==> config.mk <==
export PLATFORM = sky130hd
export DESIGN_NAME = cpu_sequencer
export DESIGN_NICKNAME = d
export VERILOG_FILES = /design/src/rtl/cpu_sequencer.sv
export SDC_FILE = /design/constraint.sdc
export NUM_CORES = 1
export LEC_CHECK = 0
export ABC_CLOCK_PERIOD_IN_PS = 2100
export CAP_MARGIN = 25
export CORE_ASPECT_RATIO = 1.4
export CORE_UTILIZATION = 50
export CTS_CLUSTER_SIZE = 20
export DETAILED_ROUTE_END_ITERATION = 8
export DONT_BUFFER_PORTS = 1
export GPL_TIMING_DRIVEN = 0
export PLACE_DENSITY = 0.69
export RECOVER_POWER = 25
export SETUP_SLACK_MARGIN = 0.02
export SLEW_MARGIN = 30
export SYNTH_ARGS = -nofsm -noshare
export SYNTH_HDL_FRONTEND = slang
export SYNTH_SLANG_ARGS = --single-unit
==> constraint.sdc <==
create_clock -name clk -period 2.1 [get_ports clk]
set_clock_uncertainty 0.1 [all_clocks]
set_input_delay 0.21 -clock clk [delete_from_list [all_inputs] [get_ports clk]]
set_output_delay 0.21 -clock clk [all_outputs]
set_load 0.1 [all_outputs]
==> src/rtl/cpu_sequencer.sv <==
// Instruction-cycle controller: drives the fetch/execute phase bit, run/stop/halt
// handling, I/O stall with timeout and retired-instruction count. SEQ_STEP_EN adds single-step.
module cpu_sequencer #(
   parameter int CNT_W  = 16,
   parameter int IO_TMO = 255
) (
   input  logic             clk,
   input  logic             rst,
   input  logic             run,
   input  logic             stop,
   input  logic             halt,
   input  logic             in1,
   input  logic             out1,
   input  logic             io_ack,
`ifdef SEQ_STEP_EN
   input  logic             step,
`endif
   output logic             sm,
   output logic             hold,
   output logic             commit,
   output logic             io_req,
   output logic             running,
   output logic             halted,
   output logic             io_err,
   output logic [CNT_W-1:0] icount
);

   localparam int TMO_W = (IO_TMO > 1) ? $clog2(IO_TMO + 1) : 1;
   localparam logic [TMO_W-1:0] TMO_LAST = (IO_TMO > 0) ? TMO_W'(IO_TMO - 1) : '0;

   typedef enum logic [2:0] {
      S_IDLE, S_FETCH, S_EXEC, S_IO_WAIT, S_HALTED
   } state_t;

   state_t           state, state_nxt;
   logic             stop_pend, stop_pend_nxt;
   logic             step_mode, step_mode_nxt;
   logic             io_err_nxt;
   logic [TMO_W-1:0] tmo_cnt, tmo_cnt_nxt;
   logic [CNT_W-1:0] icount_nxt;
   logic             io_instr, tmo_hit, go_step, in_run;

`ifdef SEQ_STEP_EN
   assign go_step = step & ~run;
`else
   assign go_step = 1'b0;
`endif

   assign io_instr = in1 | out1;
   // tmo_cnt holds completed IO_WAIT cycles, so the IO_TMO-th cycle sees IO_TMO-1
   assign tmo_hit  = (IO_TMO != 0) && (tmo_cnt == TMO_LAST);
   assign in_run   = (state == S_FETCH) || (state == S_EXEC) || (state == S_IO_WAIT);

   always_ff @(posedge clk) begin
      if (rst) begin
         state     <= S_IDLE;
         stop_pend <= 1'b0;
         step_mode <= 1'b0;
         io_err    <= 1'b0;
         tmo_cnt   <= '0;
         icount    <= '0;
      end else begin
         state     <= state_nxt;
         stop_pend <= stop_pend_nxt;
         step_mode <= step_mode_nxt;
         io_err    <= io_err_nxt;
         tmo_cnt   <= tmo_cnt_nxt;
         icount    <= icount_nxt;
      end
   end

   always_comb begin
      state_nxt     = state;
      stop_pend_nxt = stop_pend;
      step_mode_nxt = step_mode;
      io_err_nxt    = io_err;
      tmo_cnt_nxt   = tmo_cnt;
      icount_nxt    = icount;
      hold          = 1'b1;
      commit        = 1'b0;
      io_req        = 1'b0;

      if (in_run && stop)
         stop_pend_nxt = 1'b1;

      case (state)
         S_IDLE: begin
            if (run && !stop) begin
               state_nxt = S_FETCH;
            end else if (go_step) begin
               state_nxt     = S_FETCH;
               step_mode_nxt = 1'b1;
            end
         end
         S_FETCH: begin
            hold      = 1'b0;
            state_nxt = S_EXEC;
         end
         S_EXEC: begin
            if (halt) begin
               state_nxt = S_HALTED;
            end else if (io_instr && !io_ack) begin
               // request is raised in the same cycle the stall is detected
               io_req      = 1'b1;
               state_nxt   = S_IO_WAIT;
               tmo_cnt_nxt = '0;
            end else begin
               commit = 1'b1;
            end
         end
         S_IO_WAIT: begin
            io_req = 1'b1;
            if (io_ack) begin
               commit = 1'b1;
            end else if (tmo_hit) begin
               state_nxt  = S_HALTED;
               io_err_nxt = 1'b1;
            end else if (IO_TMO != 0) begin
               tmo_cnt_nxt = tmo_cnt + 1'b1;
            end
         end
         default: ;
      endcase

      // instruction boundary: the only place a pending stop or step end is honored
      if (commit) begin
         hold       = 1'b0;
         icount_nxt = icount + 1'b1;
         if (stop_pend || stop || step_mode) begin
            state_nxt     = S_IDLE;
            stop_pend_nxt = 1'b0;
            step_mode_nxt = 1'b0;
         end else begin
            state_nxt = S_FETCH;
         end
      end
   end

   assign sm      = (state == S_EXEC) || (state == S_IO_WAIT);
   assign running = in_run;
   assign halted  = (state == S_HALTED);

endmodule

* Yosys cells after proc, flatten, opt, wreduce, memory -nomap -nowiden
Index checks and enable logic that the tools add are counted.
** Storage, ports and cells
- Flip-flop bits (word level) :: 29
- Bits of input ports :: 8
- Word-level logic and storage cells :: 62
** Cells by class
- $add $sub $neg :: 2
- Equal/unequal tests :: 13
- Mux-type cells :: 25
- Bitwise gates (word level) :: 2
- Reduce and logical (&&, ||, !) cells :: 15
** Operator list (number)
- $mux 8 :: 4
- $mux 3 :: 6
- $add 16x1->16 const B :: 1
- $pmux 8 s2 :: 1
- $pmux 3 s4 :: 1
- $mux 1 :: 11
- $reduce_and 5->1 :: 2
- $ne 3x3->1 const B :: 3
- $add 8x1->8 const B :: 1
- $eq 8x8->1 const B :: 1
- $eq 3x2->1 const B :: 2
- $ne 2x2->1 const B :: 3
- $reduce_bool 5->1 :: 1
- $logic_or 1x1->1 :: 4
- $ne 4x3->1 const B :: 1
- $pmux 1 s2 :: 2
- $eq 3x1->1 const B :: 1
- $eq 3x3->1 const B :: 1
- $logic_and 1x1->1 :: 3
- $logic_not 3->1 :: 1
- $reduce_and 3->1 :: 1
- $logic_not 1->1 :: 2
- $ne 2x1->1 const B :: 1
- $reduce_bool 2->1 :: 1
- 2 further kinds :: 2

* Logic depth before layout (Yosys ltp)
Gate-level depths: netlist of the first run.
- Depth in word-level cells :: 7
- Gate-level depth with buffers :: 7
- Depth with buffers taken out :: 6

* Worst setup path before layout of the first run
Ideal clock, no wire load.
- Path kind :: register -> register
- From :: register state[0]
- To :: register stop_pend
- Library setup time :: 0.088 ns
- Data arrival time :: 2.309 ns
- Required time :: 1.912 ns
- Path slack :: -0.397 ns
- Stages on the path, launching flop included :: 6
- Path buffers :: 1
- Cells stage by stage :: dfxtp_1 > clkbuf_1 > nor2_1 > nor2_1 > a21oi_1 > nor3_1
** On the way
- Word-level cells in the longest chain between the ends :: 7
- Elaborated cells on any way between the ends :: 10
- Those cells by class :: eq/ne (3); mux (4); reduce/logical (3)
** RTL lines
- start: declaration :: RTL line 35 : state_t state, state_nxt;
- start signal: assignment :: RTL line 63 : state <= state_nxt;
- $eq 3x1->1 or $eq 3x2->1 (tied branches) :: RTL line 52 : assign in_run = (state == S_FETCH) || (state == S_EXEC) || (state == S_IO_WAIT);
- $logic_or 1x1->1 :: RTL line 52
- $logic_or 1x1->1 (*) :: RTL line 52
- named net running :: RTL line 22 : output logic running,
- $logic_and 1x1->1 (*) :: RTL line 83 : if (in_run && stop)
- $mux 1 (*) :: RTL line 83
- $mux 1 :: RTL line 129 : if (stop_pend || stop || step_mode) begin
- $mux 1 (*) :: RTL line 126 : if (commit) begin
- end signal: assignment :: RTL line 64 : stop_pend <= stop_pend_nxt;
- end: declaration :: RTL line 36 : logic stop_pend, stop_pend_nxt;
The timed path passes the listed nets; every way through them passes the cells marked *.
A chain may end at the register's enable or synchronous reset.

* Worst setup path in the final report of the first run
- From :: register state[2]
- To :: output commit
** On the way
- Word-level cells in the longest chain between the ends :: 2
- Elaborated cells on any way between the ends :: 3
- Those cells by class :: eq/ne (2); mux (1)
** RTL lines
- $eq 3x2->1 :: RTL line 86 : case (state)
- $pmux 1 s2 (*) :: RTL line 86
- end: declaration :: RTL line 20 : output logic commit,
Every way passes the cells marked *; elsewhere a longest branch is shown, timed or not.

==> impl_metrics.json, run 1 <==
{
  "post-dp-hpwl_mm": 2.78,
  "worstReg2RegStart": "state[2]$_SDFFE_PP0P_",
  "r2r_end": "icount[5]$_SDFFE_PP0P_",
  "dp_cells": 224,
  "outcome": "finished clean",
  "synth_nets": 198,
  "drtPass1Iterations": 6,
  "cp_cell_sequence": "buf_6 > nand2b_4 > inv_8 > o211ai_1 > clkinvlp_4",
  "die_y_um": 68.0,
  "insertion_delay_ns": 0.28,
  "core.rowCount": 23,
  "nets": 210,
  "gr-usage-met2_pct": 46.7,
  "synth.distinct_cells": 44,
  "routed_wl_mm": 3.94,
  "hold_viol": 0,
  "vdd_ir_drop_max_uv": 726,
  "grt_pass1_wl_mm": 6.09,
  "vias": 1546,
  "async_reset_ff_share_pct": 0,
  "grt_pass1_vias": 1399,
  "yosysWarningCount": 0,
  "synth_top_flop_cell": "dfxtp_1",
  "drv_slew": 0,
  "fmax_mhz": 495,
  "initial_core_util_pct": 53.6,
  "coreArea_um2": 2910,
  "ys_ff_latch": 29,
  "io_pins": 31,
  "min_period_ns": 2.02,
  "final_antenna_net_count": 0,
  "met3_usage_pct": 6.44,
  "critical-path-slowest-cell": "clkinvlp_4",
  "wl_per_cell_um": 16.6,
  "num_antenna_cells": 0,
  "total_power_mw": 2.13,
  "crit_path_max_fanout": 6,
  "yosys.cell_count.top_type": "dfxtp_1",
  "timing_worst_setup_path_type": "reg2out",
  "leakagePower_nw": 0.601,
  "track_usage_pct": 23.9,
  "endpoint_kind": "output pin",
  "antenna_found_initial": 0,
  "whs_path_depth": 2,
  "hold_end": "stop_pend$_SDFF_PP0_",
  "setup_viol": 0,
  "avgSynthCellArea_um2": 8.32,
  "multi_input_area_um2": 955,
  "drv_cap": 0,
  "hp-start": "stop",
  "drive_gt1_share_pct": 23.0,
  "period_share_pct": 96.2,
  "cts.sinks": 29,
  "synth_edf_count": 0,
  "areaGrowthSynthToFinish_pct": 19.9,
  "clock_path_buffers": 2,
  "fillCellCount": 258,
  "portBuffers": 0,
  "critPathArrivalTime_ns": 1.71,
  "syn_area_um2": 1560,
  "instances_no_fill": 237,
  "r2r_cells": 7,
  "rsz0062_at_grt": "true",
  "ys_top_cells_by_count": "dfxtp_1, a21oi_1, nor2_1",
  "htreeDepth": 2,
  "min_path_type": "in2reg",
  "ys_seq_area_share_pct": 37.3,
  "cp.required_ns": 1.79,
  "reg2reg_slack_ns": 0.09,
  "cts_buffers": 5,
  "synthCells": 187,
  "drtIter0Drc": 72,
  "yosys.area.top_type_share_pct": 37.3,
  "powerDensity_nw_per_um2": 1140,
  "cts_tree": "done",
  "cts-root-buf": "clkbuf_8",
  "grt_max_degree": 11,
  "synthTopCellsByArea": "dfxtp_1, a21oi_1, or4_1",
  "die_w_um": 49.2,
  "grtUsageMet1_pct": 23.0,
  "top_usage_layer": "met2",
  "yosys.area.top_type": "dfxtp_1",
  "avgViaCountPerCell": 6.52,
  "worstSetupStartpointType": "flip-flop",
  "post-route-drc-count": 0,
  "worst_pin_slew_ns": 1.00,
  "ff_latch_area_um2": 621,
  "globalplace.congestion": 0.813,
  "relSlewSlack_pct": 33.0,
  "cpPeakStageDelay_ns": 0.54,
  "overflow": 0,
  "fin_hold_ws_ns": 0.0245,
  "clk_pin_slew_ns": 0.07,
  "die_area_um2": 3340
}
## final cells by class
cell class / instances / area share, %
clock inverter: 1 / 1.61
clock buffer: 7 / 4.63
timing repair buffer: 6 / 2.41
sequential: 29 / 33.3
tap: 37 / 2.48
inverter: 7 / 2.01
buffer: 9 / 2.41
multi-input combinational: 141 / 51.2
## registers in the layout, indices dropped and copies added, names as in the netlist
name,cells
icount,16
io_err,1
state,3
stop_pend,1
tmo_cnt,8
## how the worst max path moves through the flow
stage	from	endpoint	slack, ns	cells past startpoint
3_5_place_dp	state[2]$_SDFFE_PP0P_	stop_pend$_SDFF_PP0_	-0.40	6
3_3_place_gp	state[2]$_SDFFE_PP0P_	stop_pend$_SDFF_PP0_	-0.29	6
6_report	state[2]$_SDFFE_PP0P_	commit	0.08	5
5_1_grt	state[2]$_SDFFE_PP0P_	commit	-0.01	5
2_1_floorplan	state[2]$_SDFFE_PP0P_	stop_pend$_SDFF_PP0_	-0.08	6
4_1_cts	state[2]$_SDFFE_PP0P_	commit	0.03	5
## through the flow
stage	setup WS (ns)	util, %	area [um2]	TNS, ns
4_1_cts	0.0321	62.0	1800	0
2_1_floorplan	-0.0785	-	1580	-0.0785
3_3_place_gp	-0.292	56.1	1630	-1.47
3_5_place_dp	-0.398	56.4	1640	-2.14
6_report	0.0790	64.2	1870	0
5_1_grt	-0.0121	64.2	1870	-0.0121
## cells by family (layout without fill, tap and decap cells)
logic type | count (synthesis) | after routing | share of synthesized area, %
XOR/XNOR | 3 | 3 | 1.69
AND/OR/NAND/NOR | 72 | 72 | 27.7
buffers and inverters | 17 | 30 | 4.66
flip-flops | 29 | 29 | 37.3
adder cells (fa/ha/maj) | 3 | 3 | 2.41
AO/OA/AOI/OAI | 62 | 62 | 25.6
multiplexers | 1 | 1 | 0.643
## critical path: cells and delay by family, from the launching register on
kind,cells,cell delay [ns]
AO/OA/AOI/OAI,1,0.19
buffers and inverters,3,0.75
flip-flops,1,0.32
AND/OR/NAND/NOR,1,0.16
## layout by cell type, fill, tap and decap left out, drive strengths merged, types with 2 or more instances in the layout
cell and n:
a21oi 22, a31oi 3, and2 3, and4 3
buf 9, clkbuf 13, dfxtp 29, ha 3
inv 6, nand2 9, nand2b 5, nand3 8
nand4 6, nor2 12, nor3 2, o2111ai 3
o211ai 6, o21ai 10, o31ai 10, or3 6
or4 11, xor2 2
## where the power goes
group	leakage (nW)	internal, mW	total (mW)	switching [mW]
registers	0.244	0.579	0.651	0.0724
logic	0.299	0.213	0.876	0.663
clock network	0.0585	0.386	0.599	0.212
## timing repair
item | 4_1_cts | 5_1_grt
endpoints found under the setup margin | 16 | 17
hold buffers | 0 | 0
setup buffers | 1 | 5
gates resized for setup | 14 | 11
pin swaps | 1 | 1
## layer usage
layer	wire, um	up-vias	part of all wire [%]
met4	56	0	1.4
li1	-	740	-
met5	0	-	0
met3	207	6	5.3
met2	2140	67	54
met1	1530	733	39
Note: power is estimated with default switching activity, not from simulation.
==> run 2: changes to the inputs <==
--- a/config.mk
+++ b/config.mk
@@ -8,2 +8,3 @@
 export ABC_CLOCK_PERIOD_IN_PS = 2100
+export BUFFER_PORTS_ARGS = -buffer_cell sky130_fd_sc_hd__buf_2
 export CAP_MARGIN = 25
@@ -13,5 +14,4 @@
 export DETAILED_ROUTE_END_ITERATION = 8
-export DONT_BUFFER_PORTS = 1
 export GPL_TIMING_DRIVEN = 0
-export PLACE_DENSITY = 0.69
+export PLACE_DENSITY = 0.78
 export RECOVER_POWER = 25
--- a/constraint.sdc
+++ b/constraint.sdc
@@ -4,2 +4,2 @@
 set_output_delay 0.21 -clock clk [all_outputs]
-set_load 0.1 [all_outputs]
+set_load 0.05 [all_outputs]
==> run 2 against run 1 <==
  * Sequential share of layout area is 1.9 points lower
  * Non-clock buffer count is 26 higher
  * Power is 15% lower
  * Register-to-register slack better by 0.03 ns
  * Global-route usage is 2.1 points higher
  * Critical path type is now reg2reg
  * Via count is 4.7% higher
  * Largest power group unchanged
  * First-iteration DRC count is 2.8% lower
  * Largest cell class unchanged
  * Clock power is 14% lower
  * Core utilization is 0.47 points lower
  * Clock-buffer cell count stayed put
==> impl_metrics.json, run 2 (synthesized netlist as in run 1, its figures left out) <==
{
  "outcome": "finished clean",
  "globalplace.congestion": 0.883,
  "crit_buf_inv": 1,
  "fin_hold_ws_ns": 0.149,
  "cp.required_ns": 2.22,
  "grt_pass1_wl_mm": 6.54,
  "track_usage_pct": 26.0,
  "areaGrowthSynthToFinish_pct": 19.0,
  "top_usage_layer": "met2",
  "post-dp-hpwl_mm": 2.93,
  "insertion_delay_ns": 0.29,
  "drtPass1Iterations": 5,
  "overflow": 0,
  "final_area_um2": 1850,
  "vdd_ir_drop_max_uv": 783,
  "relSlewSlack_pct": 49.9,
  "switchingPower_uw": 723,
  "reg_top3": "icount (16), tmo_cnt (8), state (3)",
  "gr-usage-met2_pct": 50.3,
  "clock_path_buffers": 2,
  "die_area_um2": 3340,
  "fin_tns_setup_ns": 0,
  "hp-start": "stop",
  "critical-path-slowest-cell": "or3_1",
  "io_pins": 31,
  "p_comb_share_pct": 37.3,
  "routed_wl_mm": 3.97,
  "core.rowCount": 23,
  "worstSetupStartpointType": "flip-flop",
  "cpPeakStageDelay_ns": 0.49,
  "clkPwrFrac_pct": 28.5,
  "leakagePower_nw": 0.666,
  "htreeDepth": 2,
  "largest_register": "icount",
  "wl_per_cell_um": 15.1,
  "cts_tree": "done",
  "p_int_mw": 1.08,
  "antenna_found_initial": 0,
  "p_sw_share_pct": 40.1,
  "vias": 1619,
  "r2r_cells": 5,
  "die_y_um": 68.0,
  "nets": 236,
  "clk_pin_slew_ns": 0.06,
  "min_path_type": "in2reg",
  "cp_cell_sequence": "nand2b_1 > clkbuf_1 > o2111ai_1 > or3_1 > a21oi_1",
  "period_share_pct": 94.5,
  "reg2reg_slack_ns": 0.12,
  "fmax_mhz": 504,
  "drtIter0Drc": 70,
  "portBuffers": 29,
  "powerDensity_nw_per_um2": 974,
  "grtUsageMet1_pct": 24.5,
  "dpl_cell_area_um2": 1750,
  "post-route-drc-count": 0,
  "num_antenna_cells": 0,
  "r2r_end": "icount[14]$_SDFFE_PP0P_",
  "hold_end": "stop_pend$_SDFF_PP0_",
  "final_antenna_net_count": 0,
  "whs_path_depth": 3,
  "largest_reg_flops": 16,
  "avgViaCountPerCell": 6.16,
  "drive_gt1_share_pct": 16.8,
  "met3_usage_pct": 6.67,
  "cts.sinks": 29,
  "crit_family": "simple AND/OR/NAND/NOR gates",
  "die_w_um": 49.2,
  "layout_common_cells": "dfxtp_1, a21oi_1, buf_2",
  "worst_pin_slew_ns": 0.751,
  "cts_buffers": 5,
  "instances_no_fill": 263,
  "fillCellCount": 281,
  "place_ws_ns": 0.0985,
  "min_period_ns": 1.98,
  "critPathArrivalTime_ns": 2.10,
  "drv_slew": 0,
  "endpoint_kind": "flip-flop",
  "grt_max_degree": 11,
  "power_frac_seq_pct": 34.1,
  "final_common_cell": "dfxtp_1",
  "cts_hold_buf": 0,
  "timing_worst_setup_path_type": "reg2reg",
  "initial_core_util_pct": 53.6,
  "hold_viol": 0,
  "coreArea_um2": 2910,
  "cts-root-buf": "clkbuf_8",
  "setup_ws_ns": 0.117,
  "crit_path_max_fanout": 9,
  "dp_cells": 253,
  "drv_cap": 0,
  "grt_pass1_vias": 1541,
  "timing.critical_path.from": "state[0]$_SDFFE_PP0P_",
  "rsz0062_at_grt": "true",
  "setup_viol": 0,
  "worstReg2RegStart": "state[0]$_SDFFE_PP0P_"
}
==> run 2: changes by cell type in the layout (fill, tap and decap cells not counted), moves of 2 or more <==
cell,previous run,this run
clkbuf_1,5,16
nand2b_1,3,5
dfxtp_2,5,0
dfxtp_4,9,0
nor2_4,2,0
dfxtp_1,15,29
buf_4,6,2
buf_2,1,19
nor2_1,10,12
==> run 2: cell type report <==
type                       count  area, um2  area share (%)
multi-input combinational    141        903            48.8
timing repair buffer          31        146            7.91
tap                           37       46.3            2.50
clock buffer                   7       96.3            5.20
buffer                        10       47.5            2.57
sequential                    29        581            31.4
clock inverter                 1       5.00           0.270
inverter                       7       26.3            1.42
==> run 2: timing repair <==
item	4_1_cts	5_1_grt
resized for setup	0	3
setup endpoints to repair	1	12
buffers inserted	2	0
pin swaps	1	0
==> run 2: worst max-delay path by stage <==
| stage | endpoint | slack (ns) | cells past startpoint |
|---|---|---|---|
| global route | icount[13]$_SDFFE_PP0P_ | -0.01 | 5 |
| CTS | icount[14]$_SDFFE_PP0P_ | 0.11 | 5 |
| floorplan | icount[10]$_SDFFE_PP0P_ | 0.06 | 5 |
| global placement | icount[3]$_SDFFE_PP0P_ | 0.17 | 5 |
| finish | icount[14]$_SDFFE_PP0P_ | 0.12 | 5 |
| detailed placement | icount[3]$_SDFFE_PP0P_ | 0.1 | 5 |
==> run 2: routing by layer <==
layer	vias to the layer above	part of all wire [%]
li1	794	-
met2	46	55
met4	0	2.9
met5	-	0
met3	13	4.5
met1	766	38
==> run 2: through the flow <==
step / util (%) / total power, mW
after floorplan: - / 1.14
after global placement: 60.1 / 1.26
after detailed placement: 60.1 / 1.28
after CTS: 64.1 / 1.80
after global routing: 63.7 / 1.89
final: 63.7 / 1.80
==> run 2: tightest hold or removal path: stages <==
cell and delay [ns]:
buf_2 0.11, a21oi_1 0.12, nor3_1 0.05
==> run 2: power by group through the flow <==
stage          registers (mW)  clock network [mW]  logic (mW)
4_1_cts                 0.615               0.520       0.668
3_5_place_dp            0.627                   0       0.654
6_report                0.615               0.515       0.673
2_1_floorplan           0.637                   0       0.499
3_3_place_gp            0.623                   0       0.638
5_1_grt                 0.619               0.549       0.723
==> run 3: changes to the inputs <==
Settings changed: BUFFER_PORTS_ARGS -buffer_cell sky130_fd_sc_hd__buf_2 to not set, DONT_BUFFER_PORTS set to 1, PLACE_DENSITY 0.78 to 0.69.
==> run 3 against run 2 <==
  * Cell count shrank 11%
  * Via count shrank 7.8%
  * Worst setup slack lost 0.014 ns
  * Final area shrank 6.3%
  * Clock-buffer cell count grew 1
  * First-iteration DRC count shrank 16%
  * Sequential cell count is the same
  * Sequential power grew 3%
  * Wire length shrank 7.4%
  * Register-to-register slack is essentially flat
  * Critical endpoint is now icount[5]$_SDFFE_PP0P_
  * Largest cell class unchanged
  * Largest power group is now registers
==> impl_metrics.json, run 3 (synthesized netlist as in run 1, its figures left out) <==
{
  "outcome": "finished clean",
  "nets": 206,
  "period_share_pct": 95.1,
  "worstSetupStartpointType": "flip-flop",
  "setup_viol": 0,
  "crit_path_max_fanout": 10,
  "timing_worst_setup_path_type": "reg2reg",
  "areaGrowthSynthToFinish_pct": 11.5,
  "die_w_um": 49.2,
  "critical-path-slowest-cell": "or4_1",
  "cts_buffers": 5,
  "timing.critical_path.from": "state[2]$_SDFFE_PP0P_",
  "cts-root-buf": "clkbuf_8",
  "place_ws_ns": -0.231,
  "fmax_mhz": 501,
  "drtIter0Drc": 59,
  "endpoint_kind": "flip-flop",
  "drv_cap": 0,
  "setup_ws_ns": 0.102,
  "drive_gt1_share_pct": 15.8,
  "p_comb_share_pct": 36.6,
  "endpoint": "icount[5]$_SDFFE_PP0P_",
  "cts.sinks": 29,
  "cp_cell_sequence": "buf_6 > nand2b_1 > inv_4 > o211ai_1 > or4_1 > a21oi_1",
  "min_period_ns": 2.00,
  "post-dp-hpwl_mm": 2.67,
  "fillCellCount": 275,
  "routed_wl_mm": 3.68,
  "cpPeakStageDelay_ns": 0.56,
  "largest_register": "icount",
  "portBuffers": 0,
  "overflow": 0,
  "post-route-drc-count": 0,
  "multi_input_area_um2": 926,
  "final_common_cell": "a21oi_1",
  "grt_max_degree": 11,
  "die_area_um2": 3340,
  "layout_common_cells": "a21oi_1, dfxtp_1, or4_1",
  "avgViaCountPerCell": 6.40,
  "coreArea_um2": 2910,
  "num_antenna_cells": 0,
  "reg_top3": "icount (16), tmo_cnt (8), state (3)",
  "clk_pin_slew_ns": 0.06,
  "largest_reg_flops": 16,
  "vias": 1492,
  "worstReg2RegStart": "state[2]$_SDFFE_PP0P_",
  "leakagePower_nw": 0.554,
  "grt_pass1_vias": 1293,
  "core.rowCount": 23,
  "cp.required_ns": 2.19,
  "hold_viol": 0,
  "min_path_type": "in2reg",
  "r2r_end": "icount[5]$_SDFFE_PP0P_",
  "grt_pass1_wl_mm": 5.63,
  "htreeDepth": 2,
  "reg2reg_slack_ns": 0.10,
  "p_int_uw": 987,
  "relSlewSlack_pct": 56.4,
  "track_usage_pct": 22.4,
  "r2r_cells": 6,
  "clock_path_buffers": 2,
  "wl_per_cell_um": 15.8,
  "drtPass1Iterations": 4,
  "switchingPower_uw": 702,
  "io_pins": 31,
  "total_power_mw": 1.69,
  "worst_pin_slew_ns": 0.653,
  "p_sw_share_pct": 41.6,
  "ff_latch_area_um2": 598,
  "clkPwrFrac_pct": 25.9,
  "final_antenna_net_count": 0,
  "power_frac_seq_pct": 37.5,
  "cts_tree": "done",
  "vdd_ir_drop_max_uv": 791,
  "die_y_um": 68.0,
  "rsz0062_at_grt": "false",
  "initial_core_util_pct": 53.6,
  "insertion_delay_ns": 0.28,
  "critPathArrivalTime_ns": 2.09,
  "powerDensity_nw_per_um2": 973,
  "antenna_found_initial": 0,
  "globalplace.congestion": 0.804,
  "drv_slew": 0,
  "fin_hold_ws_ns": 0.0369
}
## run 3: stage by stage
stage	utilization (%)	instances	cell area, um2	TNS, ns
after floorplan	-	187	1560	0
after global placement	55.1	224	1600	-0.821
after detailed placement	55.1	224	1600	-1.26
after CTS	58.8	233	1710	0
after global routing	59.7	233	1740	0
final	59.7	233	1740	0
## run 3: layout make-up
cell class	instances	share of cell area [%]
Tap cell	37	2.67
Multi-Input combinational cell	141	53.4
Clock buffer	8	4.61
Inverter	7	1.66
Buffer	10	2.81
Timing Repair Buffer	1	0.433
Sequential cell	29	34.5
## run 3: what timing repair did
item | in CTS | in global routing
resized for setup | 10 | 12
endpoints found under the setup margin | 14 | 9
hold buffers | 0 | 0
buffers inserted | 1 | 0
pin swaps | 1 | 0
## run 3: how the worst min path moves through the flow
stage | startpoint | end | depth (start not counted) | slack [ns]
4_1_cts | stop | stop_pend$_SDFF_PP0_ | 2 | 0.03
3_3_place_gp | stop | stop_pend$_SDFF_PP0_ | 2 | 0.31
3_5_place_dp | stop | stop_pend$_SDFF_PP0_ | 2 | 0.32
6_report | stop | stop_pend$_SDFF_PP0_ | 2 | 0.04
2_1_floorplan | stop | stop_pend$_SDFF_PP0_ | 2 | 0.30
5_1_grt | stop | stop_pend$_SDFF_PP0_ | 2 | 0.04
## run 3: per-layer routing
| metal | vias to the layer above | track usage (%) | routed length [um] |
|---|---|---|---|
| met5 | - | 0 | 0 |
| met2 | 49 | 42.0 | 2000 |
| li1 | 726 | - | - |
| met4 | 0 | 12.9 | 23 |
| met1 | 713 | 22.5 | 1480 |
| met3 | 4 | 5.78 | 177 |
## run 3: power groups by stage
| stage | registers [mW] | logic (mW) | clock network [mW] |
|---|---|---|---|
| 2_1_floorplan | 0.637 | 0.499 | 0 |
| 3_3_place_gp | 0.642 | 0.562 | 0 |
| 3_5_place_dp | 0.644 | 0.577 | 0 |
| 4_1_cts | 0.633 | 0.598 | 0.448 |
| 5_1_grt | 0.639 | 0.660 | 0.467 |
| 6_report | 0.633 | 0.619 | 0.437 |
## run 3: critical path: cells and delay by family, from the launching register on
| kind | cells | cell delay, ns |
|---|---|---|
| AOI/OAI and AO/OA | 2 | 0.39 |
| buffers and inverters | 2 | 0.34 |
| DFF | 1 | 0.31 |
| and+or+nand+nor | 2 | 0.76 |
